File: src/rtl/mux_scan_pkg.sv
// mux_scan shared definitions: FSM state codes
// and the index-width helper.
package mux_scan_pkg;

  localparam logic [1:0] S_MAN   = 2'd0;
  localparam logic [1:0] S_DWELL = 2'd1;
  localparam logic [1:0] S_EMIT  = 2'd2;

  function automatic int idx_w(input int n);
    return (n > 1) ? $clog2(n) : 1;
  endfunction

endpackage

File: src/rtl/mux_scan_pick.sv
// Next enabled channel strictly after ptr_i, wrapping;
// ptr_i itself when it is the only enabled one.
module mux_scan_pick
  import mux_scan_pkg::*;
#(
  parameter int N  = 8,
  parameter int SW = idx_w(N)
) (
  input  logic [SW-1:0] ptr_i,
  input  logic [N-1:0]  ch_en_i,
  output logic [SW-1:0] nxt_o,
  output logic          any_o
);

  logic [SW-1:0] up_c;
  logic [SW-1:0] lo_c;
  logic          up_hit;

  always_comb begin
    up_c   = ptr_i;
    lo_c   = ptr_i;
    up_hit = 1'b0;
    for (int c = N - 1; c >= 0; c--) begin
      if (ch_en_i[c]) begin
        lo_c = SW'(c);
        if (SW'(c) > ptr_i) begin
          up_c   = SW'(c);
          up_hit = 1'b1;
        end
      end
    end
    nxt_o = up_hit ? up_c : lo_c;
  end

  assign any_o = |ch_en_i;

endmodule

File: src/rtl/mux_scan.sv
// Registered N:1 channel selector with auto-scan.
// Define MUX_SCAN_MASK_EN for the ch_en scan mask.
module mux_scan
  import mux_scan_pkg::*;
#(
  parameter  int N     = 8,
  parameter  int W     = 1,
  parameter  int DWELL = 4,
  localparam int SW    = idx_w(N)
) (
  input  logic          clk,
  input  logic          rst_n,
  input  logic [N*W-1:0] in,
  input  logic [SW-1:0] sel,
  input  logic          mode,
`ifdef MUX_SCAN_MASK_EN
  input  logic [N-1:0]  ch_en,
`endif
  output logic [W-1:0]  out,
  output logic [SW-1:0] out_ch,
  output logic          out_valid,
  input  logic          out_ready
);

  localparam int CW = idx_w(DWELL);

  logic [1:0]    st_q, st_d;
  logic [SW-1:0] ptr_q, ptr_d;
  logic [CW-1:0] cnt_q, cnt_d;
  logic [W-1:0]  out_q, out_d;
  logic [SW-1:0] ch_q, ch_d;
  logic          vld_q, vld_d;

  logic          free;
  logic          cap;
  logic [SW-1:0] cap_ch;
  logic [W-1:0]  samp;
  logic [SW-1:0] ptr_nxt;
  logic [SW-1:0] ptr_first;

  assign free = !vld_q || out_ready;

`ifdef MUX_SCAN_MASK_EN
  logic [SW-1:0] pk_in;
  logic          pk_any;

  // From N-1 the finder wraps to the lowest enabled channel
  assign pk_in = (st_q == S_MAN) ? SW'(N - 1) : ptr_q;

  mux_scan_pick #(
    .N  (N),
    .SW (SW)
  ) u_pick (
    .ptr_i   (pk_in),
    .ch_en_i (ch_en),
    .nxt_o   (ptr_nxt),
    .any_o   (pk_any)
  );

  assign ptr_first = ptr_nxt;
`else
  assign ptr_nxt   = (ptr_q == SW'(N - 1)) ? '0
                   : ptr_q + 1'b1;
  assign ptr_first = '0;
`endif

  always_comb begin
    st_d   = st_q;
    ptr_d  = ptr_q;
    cnt_d  = cnt_q;
    cap    = 1'b0;
    cap_ch = sel;
    case (st_q)
      S_MAN: begin
        if (!mode) begin
          cap = free;
        end else begin
          ptr_d = ptr_first;
          cnt_d = '0;
          st_d  = S_DWELL;
        end
      end
      S_DWELL: begin
        if (!mode) begin
          st_d = S_MAN;
        end else if (cnt_q == CW'(DWELL - 1)) begin
          st_d = S_EMIT;
        end else begin
          cnt_d = cnt_q + 1'b1;
        end
      end
      S_EMIT: begin
        cap_ch = ptr_q;
        if (!mode) begin
          st_d = S_MAN;
`ifdef MUX_SCAN_MASK_EN
        end else if (!pk_any) begin
          st_d = S_EMIT;
        end else if (!ch_en[ptr_q]) begin
          ptr_d = ptr_nxt;
`endif
        end else if (free) begin
          cap   = 1'b1;
          ptr_d = ptr_nxt;
          cnt_d = '0;
          st_d  = S_DWELL;
        end
      end
      default: st_d = S_MAN;
    endcase
  end

  // Out-of-range select reads as zero
  always_comb begin
    samp = '0;
    for (int c = 0; c < N; c++) begin
      if (cap_ch == SW'(c)) samp = in[c*W +: W];
    end
  end

  always_comb begin
    out_d = out_q;
    ch_d  = ch_q;
    vld_d = vld_q && !out_ready;
    if (cap) begin
      out_d = samp;
      ch_d  = cap_ch;
      vld_d = 1'b1;
    end
  end

  always_ff @(posedge clk) begin
    if (!rst_n) begin
      st_q  <= S_MAN;
      ptr_q <= '0;
      cnt_q <= '0;
      out_q <= '0;
      ch_q  <= '0;
      vld_q <= 1'b0;
    end else begin
      st_q  <= st_d;
      ptr_q <= ptr_d;
      cnt_q <= cnt_d;
      out_q <= out_d;
      ch_q  <= ch_d;
      vld_q <= vld_d;
    end
  end

  assign out       = out_q;
  assign out_ch    = ch_q;
  assign out_valid = vld_q;

endmodule
File: config.mk
export PLATFORM = sky130hd
export DESIGN_NAME = mux_scan
export DESIGN_NICKNAME = d
export VERILOG_FILES = /design/src/rtl/mux_scan_pkg.sv /design/src/rtl/mux_scan_pick.sv /design/src/rtl/mux_scan.sv
export SDC_FILE = /design/constraint.sdc
export NUM_CORES = 1
export LEC_CHECK = 0
export CAP_MARGIN = 20
export CORE_MARGIN = 3
export CORE_UTILIZATION = 45
export DETAILED_ROUTE_END_ITERATION = 7
export DONT_BUFFER_PORTS = 1
export MAX_ROUTING_LAYER = met4
export PLACE_DENSITY = 0.65
export SLEW_MARGIN = 20
export SYNTH_ARGS = -nofsm -noshare
export SYNTH_HDL_FRONTEND = slang
export SYNTH_SLANG_ARGS = --single-unit
File: constraint.sdc
create_clock -name clk -period 3.6 [get_ports clk]
set_clock_uncertainty 0.1 [all_clocks]
set_input_delay 0.36 -clock clk [delete_from_list [all_inputs] [get_ports clk]]
set_output_delay 0.36 -clock clk [all_outputs]
set_load 0.02 [all_outputs]
After elaboration in Yosys (flattened, before gate mapping). Cells that the tools add are included.

Reduce and logical (&&, ||, !) cells: 11. Equal/unequal tests: 18. Muxes and demuxes: 31. $add $sub $neg: 2.

Operators with widths (count): $mux W2 (10); $eq A3 B3 Y1 const B (5); $mux W3 (5); $mux W1 (12); $pmux W2 S3 (2); $ne A2 B2 Y1 const B (5); $eq A3 B2 Y1 const B (2); $ne A3 B3 Y1 const B (2); $pmux W3 S2 (1); $reduce_and A6 Y1 (1); $eq A2 B2 Y1 const B (2); $reduce_and A4 Y1 (1); $add A3 B1 Y3 const B (1); $eq A3 B1 Y1 const B (1); $logic_not A3 Y1 (1); $reduce_and A3 Y1 (1); $reduce_bool A3 Y1 (1); $add A2 B1 Y2 const B (1); $eq A2 B1 Y1 const B (1); $logic_not A1 Y1 (2); $logic_not A2 Y1 (1); $pmux W1 S2 (1); $reduce_bool A2 Y1 (1); $logic_and A1 B1 Y1 (1); $logic_or A1 B1 Y1 (1).

Input bits: 15. Register bits after elaboration: 12. Output and inout bits: 5. Word-level logic and storage cells: 68.

Logic depth before layout (Yosys ltp). Gate-level depths: netlist of run 1.

Word-level depth: 11. Gate-level depth with buffers: 7. Mapped depth without buffers: 5.

Worst setup path before layout of run 1. OpenSTA, ideal clock, no wires.

Kind: register to register. From: register cnt_q[0]. To: register cnt_q[0]. Path buffers: 0. Required time: 3430 ps. Arrival time: 1360 ps. Library setup time: 70 ps. Setup slack: 2070 ps. Cell stages (with the launch flop): 6. Cells stage by stage: dfxtp_1 ha_1 a21oi_4 o21ai_2 or4b_1 a21boi_1.

Word-level cells in the longest chain between the ends: 4. Elaborated cells between the ends (all ways): 7. Classes of those cells: add/sub: 1; eq/ne: 2; mux: 3; reduce/logical: 1.

RTL lines: start, declared (line mux_scan.sv:29) `logic [CW-1:0] cnt_q, cnt_d;`; start signal, assigned (line mux_scan.sv:143) `cnt_q <= cnt_d;`; $add A2 B1 Y2 (line mux_scan.sv:89) `cnt_d = cnt_q + 1'b1;`; $mux W2 (line mux_scan.sv:86) `end else if (cnt_q == CW'(DWELL - 1)) begin`; $mux W2 (line mux_scan.sv:84) `if (!mode) begin`; $pmux W2 S3 (line mux_scan.sv:73) `case (st_q)`.

Parallel ways exist; a longest one is shown, timed or not. The select of a mux whose other input is x is not followed. A chain may end at the register's enable or synchronous reset.

Worst setup path in the final report of run 1.
From: register st_q[0]. To: register out_q (netlist: out).

Word-level cells in the longest chain between the ends: 11. Elaborated cells between the ends (all ways): 20. Classes of those cells: eq/ne: 8; mux: 10; reduce/logical: 2.

RTL lines: start, declared (line mux_scan.sv:27) `logic [1:0] st_q, st_d;`; start signal, assigned (line mux_scan.sv:141) `st_q <= st_d;`; $eq A2 B2 Y1 (line mux_scan.sv:73); $mux W3 (line mux_scan.sv:73); $logic_not A3 Y1 (line mux_scan.sv:117) `if (cap_ch == SW'(c)) samp = in[c*W +: W];`; $mux W1 (8 in series) (line mux_scan.sv:117); end signal, assigned (line mux_scan.sv:144) `out_q <= out_d;`; end, declared (line mux_scan.sv:30) `logic [W-1:0] out_q, out_d;`.

Parallel ways exist; a longest one is shown, timed or not.

==> results.json, run 1 <==
{
  "yosysTopAreaCell": "dfxtp_1",
  "critical_path_required_ns": 3.65,
  "area_growth_pct": 2.85,
  "yosysMostFrequentCell": "nand2_1",
  "synth.area.top_cells": "dfxtp_1, nand2_1, mux4_2",
  "cts_buffer_depth": 2,
  "yosys.area.top_type_share_pct": 30.4,
  "clock_latency_ns": 0.27,
  "tightest_slew_ns": 0.472,
  "synth_edf_count": 0,
  "avgSynthCellArea_um2": 10.0,
  "layout.nets": 98,
  "cp_data_arrival_time_ns": 1.87,
  "drtIter0Drc": 10,
  "hold_viol": 0,
  "post-route-period-util_pct": 50.6,
  "postRouteWirelength_mm": 1.36,
  "fmax_mhz": 549,
  "drv_cap": 0,
  "overflow": 0,
  "clock_sinks": 12,
  "gp_congestion": 0.730,
  "finalSetupViolations": 0,
  "wl_per_cell_um": 14.3,
  "synthesis.nets": 97,
  "root_buffer": "clkbuf_4",
  "cp-end-kind": "flop",
  "yosys.cell_types.count": 33,
  "grtUsageMet2_pct": 18.7,
  "viasPerCell": 5.80,
  "relSlewSlack_pct": 68.5,
  "port_buffers": 0,
  "synth_ff_type": "dfxtp_1",
  "drv_slew": 0,
  "hold_class": "in -> reg",
  "seq_area_frac_synth_pct": 30.4,
  "dr.pass1.iters": 4,
  "antennaDiodeCount": 0,
  "peakVddDrop_uv": 299,
  "clkTransAtPathRegs_ns": 0.07,
  "critical_path_class": "reg -> reg",
  "critPathMaxFanout": 10,
  "grt_pass1_vias": 496,
  "r2r-start": "st_q[0]",
  "use_met3_pct": 7.14,
  "fp.dieH_um": 47.9,
  "cts.hold.buffers_added": 0,
  "layout-drive-gt1-share_pct": 20.3,
  "powerDensity_nw_per_um2": 346,
  "cts_resized": 0,
  "core-area_um2": 1580,
  "rsz0062_at_grt": "no",
  "finalSetupTns_ns": 0,
  "place.detailed.hpwl_mm": 1.10,
  "run_status": "complete, no violations",
  "cp-endpoint": "out",
  "fp.dieW_um": 47.9,
  "grt_start_max_net_pins": 14,
  "r2r_cells": 5,
  "rows": 14,
  "met1_usage_pct": 17.2,
  "vias": 551,
  "start_util_pct": 50.2,
  "antenna_left": 0,
  "dieArea_um2": 2300,
  "ys_ff_latch": 12,
  "cts_htree_levels": 1,
  "ios": 20,
  "min_period_ns": 1.82,
  "synth_warnings": 0,
  "reg2reg_to": "out",
  "post_cts_buffers": 0,
  "holdWs_ns": 0.115,
  "netlist_area_um2": 791,
  "antenna_found_initial": 0,
  "top_usage_layer": "met2",
  "startpoint_type": "flop",
  "synth_cells": 79,
  "ys_top_cells_by_count": "nand2_1, dfxtp_1, a21boi_0",
  "numCtsBuffers": 3,
  "r2r_slack_ns": 1.78,
  "async_flop_share_pct": 0,
  "grt_pass1_wl_mm": 2.05,
  "cts_tree": "built",
  "track_usage_pct": 13.3,
  "drcViolationCount": 0,
  "crit_start": "st_q[0]",
  "p_leak_nw": 0.332
}
==> metal layers <==
layer	vias to the layer above	share of wire, %
li1	287	-
met1	251	50
met2	11	44
met3	2	5.2
met4	0	0.66
met5	-	0
==> state kept, by name, summed over array words and instances, names as in the netlist <==
register,cells
cnt_q,2
out_valid,1
out_ch,3
ptr_q,3
st_q,2
out,1
==> critical path, cell delays in order (launching register included) <==
cell      delay [ns]
dfxtp_1         0.62
nand2b_4        0.27
mux2i_4         0.25
mux2i_1         0.21
o2111a_1        0.20
o22ai_2         0.06
==> how the worst min path moves through the flow <==
stage                     startpoint         to  slack, ns  cells past startpoint
after floorplan             cnt_q[0]   cnt_q[0]       0.35                      2
after global placement      cnt_q[0]   cnt_q[0]       0.37                      2
after detailed placement    cnt_q[0]   cnt_q[0]       0.38                      2
after CTS                      rst_n  out_ch[1]       0.11                      1
after global routing           rst_n  out_ch[2]       0.10                      1
final                          rst_n  out_ch[1]       0.11                      1
==> cells by family (layout without fill, tap and decap cells) <==
family / Yosys count / count (layout) / share of synthesized area, %
simple gates: 36 / 36 / 28.5
mux: 6 / 6 / 12.3
xor+xnor: 1 / 1 / 1.11
compound gates: 17 / 17 / 18.7
fa+ha+maj: 3 / 3 / 4.75
buf+inv: 4 / 4 / 4.27
flops: 12 / 12 / 30.4
==> cell usage in the layout (no fill, tap or decap), drive strengths merged, types with 2 or more instances in the layout <==
master  Yosys  layout
clkbuf      1       4
o211a       3       3
mux4        2       2
dfxtp      12      12
o21ai       4       4
nor2        2       2
nand3b      2       2
nand2      16      16
mux2i       4       4
a21boi      5       5
nor3b       2       2
or2         2       2
ha          3       3
and3        3       3
nor2b       4       4
==> cell type report <==
class | instances | area (µm²)
Multi-Input combinational cell | 63 | 517
Sequential cell | 12 | 240
Clock buffer | 4 | 36.3
Fill cell | 151 | 763
Tap cell | 16 | 20.0
==> metrics by stage <==
| stage | instances | worst slack, ns | utilization (%) | total power, mW | instance area [µm²] |
|---|---|---|---|---|---|
| floorplan | 79 | 2.07 | - | 0.178 | 791 |
| global placement | 91 | 1.80 | 49.3 | 0.179 | 777 |
| detailed placement | 91 | 1.77 | 49.3 | 0.180 | 777 |
| CTS | 95 | 1.75 | 51.6 | 0.286 | 813 |
| global route | 95 | 1.64 | 51.6 | 0.293 | 813 |
| finish | 95 | 1.78 | 51.6 | 0.281 | 813 |
==> power by group <==
part	switching [mW]	leakage, nW	internal (mW)
clock	0.0436	0.0210	0.0614
combinational	0.0114	0.213	0.0165
sequential	0.0104	0.0981	0.138
total	0.0655	0.332	0.216
(Power assumes the default switching activity.)
==> run 2: changes to the inputs <==
==> constraint.sdc (replaced) <==
create_clock -name clk -period 1.81 [get_ports clk]
set_clock_uncertainty 0.1 [all_clocks]
set_input_delay 0.181 -clock clk [delete_from_list [all_inputs] [get_ports clk]]
set_output_delay 0.181 -clock clk [all_outputs]
set_load 0.02 [all_outputs]
==> run 2 against run 1 <==
Sequential share of layout area down 1.0 points. Flip-flop and latch count unchanged. Wire length rose by 6.9%. Design area rose by 3.5%. Die area stayed put. Critical path depth unchanged. Worst hold slack lost 0.087 ns. Power increased by 83%. Clock power increased by 48%. Largest power group unchanged. Count of clock-buffer cells in the layout decreased by 1.
==> results.json, run 2 (same netlist as run 1, synthesis figures left out) <==
{
  "cts_tree": "built",
  "placed_cells": 94,
  "rows": 14,
  "grt_pass1_vias": 557,
  "dieArea_um2": 2300,
  "path_delay_family": "simple AND/OR/NAND/NOR gates",
  "finalSetupViolations": 0,
  "final_cell_mix": "nand2_1, dfxtp_1, a21boi_0",
  "layout-drive-gt1-share_pct": 21.7,
  "place.detailed.hpwl_mm": 1.12,
  "ios": 20,
  "fmax_mhz": 621,
  "r2r_cells": 5,
  "run_status": "complete, no violations",
  "hold_viol": 0,
  "cts_buffer_depth": 2,
  "startpoint_type": "flop",
  "fp.dieH_um": 47.9,
  "post-route-period-util_pct": 89.0,
  "critical_path_required_ns": 1.91,
  "hold_class": "in -> reg",
  "p_leak_nw": 0.349,
  "finalNonFillerCells": 99,
  "drtIter0Drc": 4,
  "worstHoldStart": "mode",
  "postRouteWirelength_mm": 1.46,
  "clkTransAtPathRegs_ns": 0.07,
  "grt_pass1_wl_mm": 2.31,
  "cp.buffers_inverters": 0,
  "critPathMaxFanout": 3,
  "r2r_slack_ns": 0.20,
  "p_total_mw": 0.514,
  "fp.dieW_um": 47.9,
  "worstHoldEndpoint": "cnt_q[0]",
  "wl_per_cell_um": 14.7,
  "peakVddDrop_uv": 413,
  "antenna_left": 0,
  "rsz0062_at_grt": "no",
  "drcViolationCount": 0,
  "clock_sinks": 12,
  "antennaDiodeCount": 0,
  "critical_path_class": "reg -> reg",
  "cp-end-kind": "flop",
  "layout.nets": 103,
  "drv_cap": 0,
  "cts.hold.buffers_added": 2,
  "start_util_pct": 50.2,
  "grt_start_max_net_pins": 13,
  "hold-path-cell-count": 3,
  "tightest_slew_ns": 0.418,
  "cp_data_arrival_time_ns": 1.71,
  "overflow": 0,
  "vias": 595,
  "relSlewSlack_pct": 72.0,
  "max_stage_delay_ns": 0.50,
  "clock_latency_ns": 0.27,
  "core-area_um2": 1580,
  "track_usage_pct": 15.3,
  "dr.pass1.iters": 4,
  "r2r-start": "cnt_q[0]",
  "port_buffers": 0,
  "area_growth_pct": 6.49,
  "reg2reg_to": "cnt_q[0]",
  "root_buffer": "clkbuf_4",
  "viasPerCell": 6.01,
  "antenna_found_initial": 0,
  "final_common_cell": "nand2_1",
  "finalSetupTns_ns": 0,
  "numCtsBuffers": 3,
  "post_cts_buffers": 0,
  "cp_cell_sequence": "ha_1, a21oi_4, o21ai_2, or4b_1, a21boi_1",
  "cts_resized": 0,
  "cp_slowest_cell": "or4b_1",
  "drv_slew": 0,
  "gp_congestion": 0.722,
  "powerDensity_nw_per_um2": 611,
  "min_period_ns": 1.61,
  "cts_htree_levels": 1
}
## run 2: cell count changes in the layout (fill, tap and decap cells not counted)
cell,previous run,this run
buf_4,0,3
dlygate4sd3_1,0,2
clkbuf_8,1,0
## run 2: worst max-delay path by stage
stage	depth (start not counted)	slack, ns	end	startpoint
floorplan	5	0.28	cnt_q[0]	cnt_q[0]
global placement	5	0.24	cnt_q[0]	cnt_q[0]
detailed placement	5	0.22	cnt_q[0]	cnt_q[0]
CTS	5	0.19	cnt_q[0]	cnt_q[0]
global route	4	0.10	ptr_q[0]	ptr_q[0]
finish	5	0.20	cnt_q[0]	cnt_q[0]
## run 2: layout make-up
type / count / area, µm²
Fill cell: 144 / 734
Tap cell: 16 / 20.0
Timing Repair Buffer: 5 / 42.5
Sequential cell: 12 / 240
Clock buffer: 3 / 22.5
Multi-Input combinational cell: 63 / 517
## run 2: report_power, final
part / internal [mW] / switching [mW]
clock: 0.0769 / 0.0780
sequential: 0.275 / 0.0169
combinational: 0.0370 / 0.0307
total: 0.389 / 0.126
## run 2: through the flow
step           setup WS [ns]  hold slack, ns  util [%]  instance area [µm²]
6_report               0.200          0.0281      53.4                  842
5_1_grt                0.101          0.0279      53.4                  842
4_1_cts                0.191          0.0178      53.4                  842
3_5_place_dp           0.217           0.204      50.7                  800
3_3_place_gp           0.239           0.204      50.7                  800
2_1_floorplan          0.280           0.227         -                  791
## run 2: tightest hold or removal path: stages
cell	delay [ns]
o21ai_2	0.05
nand2_1	0.06
a21boi_1	0.05
## run 2: layer usage
| layer | part of all wire, % | GRT usage, % |
|---|---|---|
| met5 | 0 | - |
| met4 | 0.62 | 3.23 |
| met3 | 6.2 | 7.89 |
| met2 | 50 | 24.3 |
| met1 | 43 | 17.2 |
==> run 3: changes to the inputs <==
--- a/config.mk
+++ b/config.mk
@@ -12,6 +12,7 @@
 export DONT_BUFFER_PORTS = 1
 export MAX_ROUTING_LAYER = met4
 export PLACE_DENSITY = 0.65
+export SETUP_SLACK_MARGIN = 0.5
 export SLEW_MARGIN = 20
 export SYNTH_ARGS = -nofsm -noshare
 export SYNTH_HDL_FRONTEND = slang
==> run 3 against run 2 <==
Count of clock-buffer cells in the layout up 1. Sequential share of layout area down 5.0 points. Global-route usage up 2.6 points. Critical path type unchanged. Worst hold slack better by 0.012 ns. Flip-flop and latch count unchanged. Combinational power up 41%. Highest routed layer unchanged. Fmax up 6.0%. Largest cell class unchanged. First-iteration DRC count up 130%.
==> results.json, run 3 (same netlist as run 1, synthesis figures left out) <==
{
  "finalSetupTns_ns": 0,
  "area_growth_pct": 38.4,
  "finalNonFillerCells": 117,
  "critical_path_required_ns": 1.91,
  "critical_path_class": "reg -> reg",
  "cp-end-kind": "flop",
  "relSlewSlack_pct": 68.4,
  "swShare_pct": 24.6,
  "track_usage_pct": 17.9,
  "gp_congestion": 0.673,
  "post-route-period-util_pct": 84.0,
  "clkTransAtPathRegs_ns": 0.07,
  "run_status": "complete, no violations",
  "fillers": 121,
  "rsz0062_at_grt": "yes",
  "min_period_ns": 1.52,
  "clkPwrFrac_pct": 35.6,
  "hold_viol": 0,
  "numCtsBuffers": 3,
  "tightest_slew_ns": 0.473,
  "final_common_cell": "buf_4",
  "root_buffer": "clkbuf_4",
  "postRouteWirelength_mm": 1.88,
  "overflow": 0,
  "dr.pass1.iters": 4,
  "drv_slew": 0,
  "placed_cells": 93,
  "clock_sinks": 12,
  "critPathMaxFanout": 2,
  "cp_data_arrival_time_ns": 1.62,
  "finalSetupViolations": 0,
  "peakVddDrop_uv": 401,
  "antenna_left": 0,
  "layout.nets": 120,
  "vias": 673,
  "power.switching_mw": 0.147,
  "p_leak_nw": 0.445,
  "fp.dieW_um": 47.9,
  "grt_start_max_net_pins": 13,
  "cts_tree": "built",
  "internal_power_mw": 0.451,
  "clock_latency_ns": 0.27,
  "holdWs_ns": 0.0402,
  "drtIter0Drc": 9,
  "grt_pass1_vias": 654,
  "cts_buffer_depth": 2,
  "powerDensity_nw_per_um2": 546,
  "wl_per_cell_um": 16.1,
  "drcViolationCount": 0,
  "seqPwrFrac_pct": 48.5,
  "final_cell_mix": "buf_4, nand2_1, dfxtp_1",
  "dieArea_um2": 2300,
  "place.detailed.hpwl_mm": 1.16,
  "cts_htree_levels": 1,
  "port_buffers": 0,
  "worst_slack_ns": 0.290,
  "fmax_mhz": 658,
  "core-area_um2": 1580,
  "grt_pass1_wl_mm": 2.72,
  "dpl_worst_slack_ns": 0.155,
  "drv_cap": 0,
  "rows": 14,
  "startpoint_type": "flop",
  "antenna_found_initial": 0,
  "viasPerCell": 5.75,
  "ios": 20,
  "antennaDiodeCount": 0,
  "fp.dieH_um": 47.9,
  "p_comb_share_pct": 15.9,
  "hold_class": "in -> reg",
  "layout-drive-gt1-share_pct": 47.5,
  "start_util_pct": 50.2,
  "utilization_pct": 69.4
}
## run 3: timing repair
item | in CTS | in global routing
gates resized for setup | 10 | 4
endpoints found under the hold margin | 12 | 1
endpoints found under the setup margin | 10 | 9
pin swaps | 11 | 5
setup buffers | 12 | 5
hold buffers | 2 | 1
## run 3: final cells by class
cell class | count | area [µm²] | share of cell area (%)
Multi-Input combinational cell | 63 | 592 | 54.1
Sequential cell | 12 | 258 | 23.5
Timing Repair Buffer | 22 | 189 | 17.3
Clock buffer | 4 | 36.3 | 3.31
Tap cell | 16 | 20.0 | 1.83
## run 3: power groups by stage
stage / Clock [mW] / Sequential (mW) / Combinational (mW)
floorplan: 0 / 0.295 / 0.0594
finish: 0.213 / 0.290 / 0.0952
detailed placement: 0 / 0.301 / 0.0581
global placement: 0 / 0.301 / 0.0574
CTS: 0.227 / 0.290 / 0.0816
global route: 0.242 / 0.293 / 0.103
## run 3: path summary, 6_finish.rpt
| path | startpoint | end | slack (ns) | cells after the start |
|---|---|---|---|---|
| worst min register to register | ptr_q[0] | ptr_q[0] | 0.42 | 2 |
| worst max-delay path | cnt_q[0] | cnt_q[0] | 0.29 | 5 |
| worst max register to register | cnt_q[0] | cnt_q[0] | 0.29 | 5 |
| worst min-delay path | mode | cnt_q[0] | 0.04 | 3 |
## run 3: stage by stage
step / power, mW / instance area [µm²]
4_1_cts: 0.599 / 1020
3_3_place_gp: 0.358 / 845
5_1_grt: 0.638 / 1090
2_1_floorplan: 0.355 / 847
6_report: 0.598 / 1090
3_5_place_dp: 0.359 / 845
## run 3: routing by layer
| metal | vias to the layer above | GRT usage, % | wire length, µm |
|---|---|---|---|
| met5 | - | - | 0 |
| met4 | 0 | 4.84 | 12 |
| met3 | 2 | 7.14 | 83 |
| met2 | 14 | 31.1 | 1000 |
| met1 | 326 | 18.5 | 785 |
| li1 | 331 | - | - |
## run 3: worst max-delay path, cell delays in order (launching register included)
cell	delay, ns
dfxtp_2	0.35
ha_4	0.17
a21oi_4	0.17
o21ai_2	0.08
or4b_1	0.47
a21boi_1	0.13
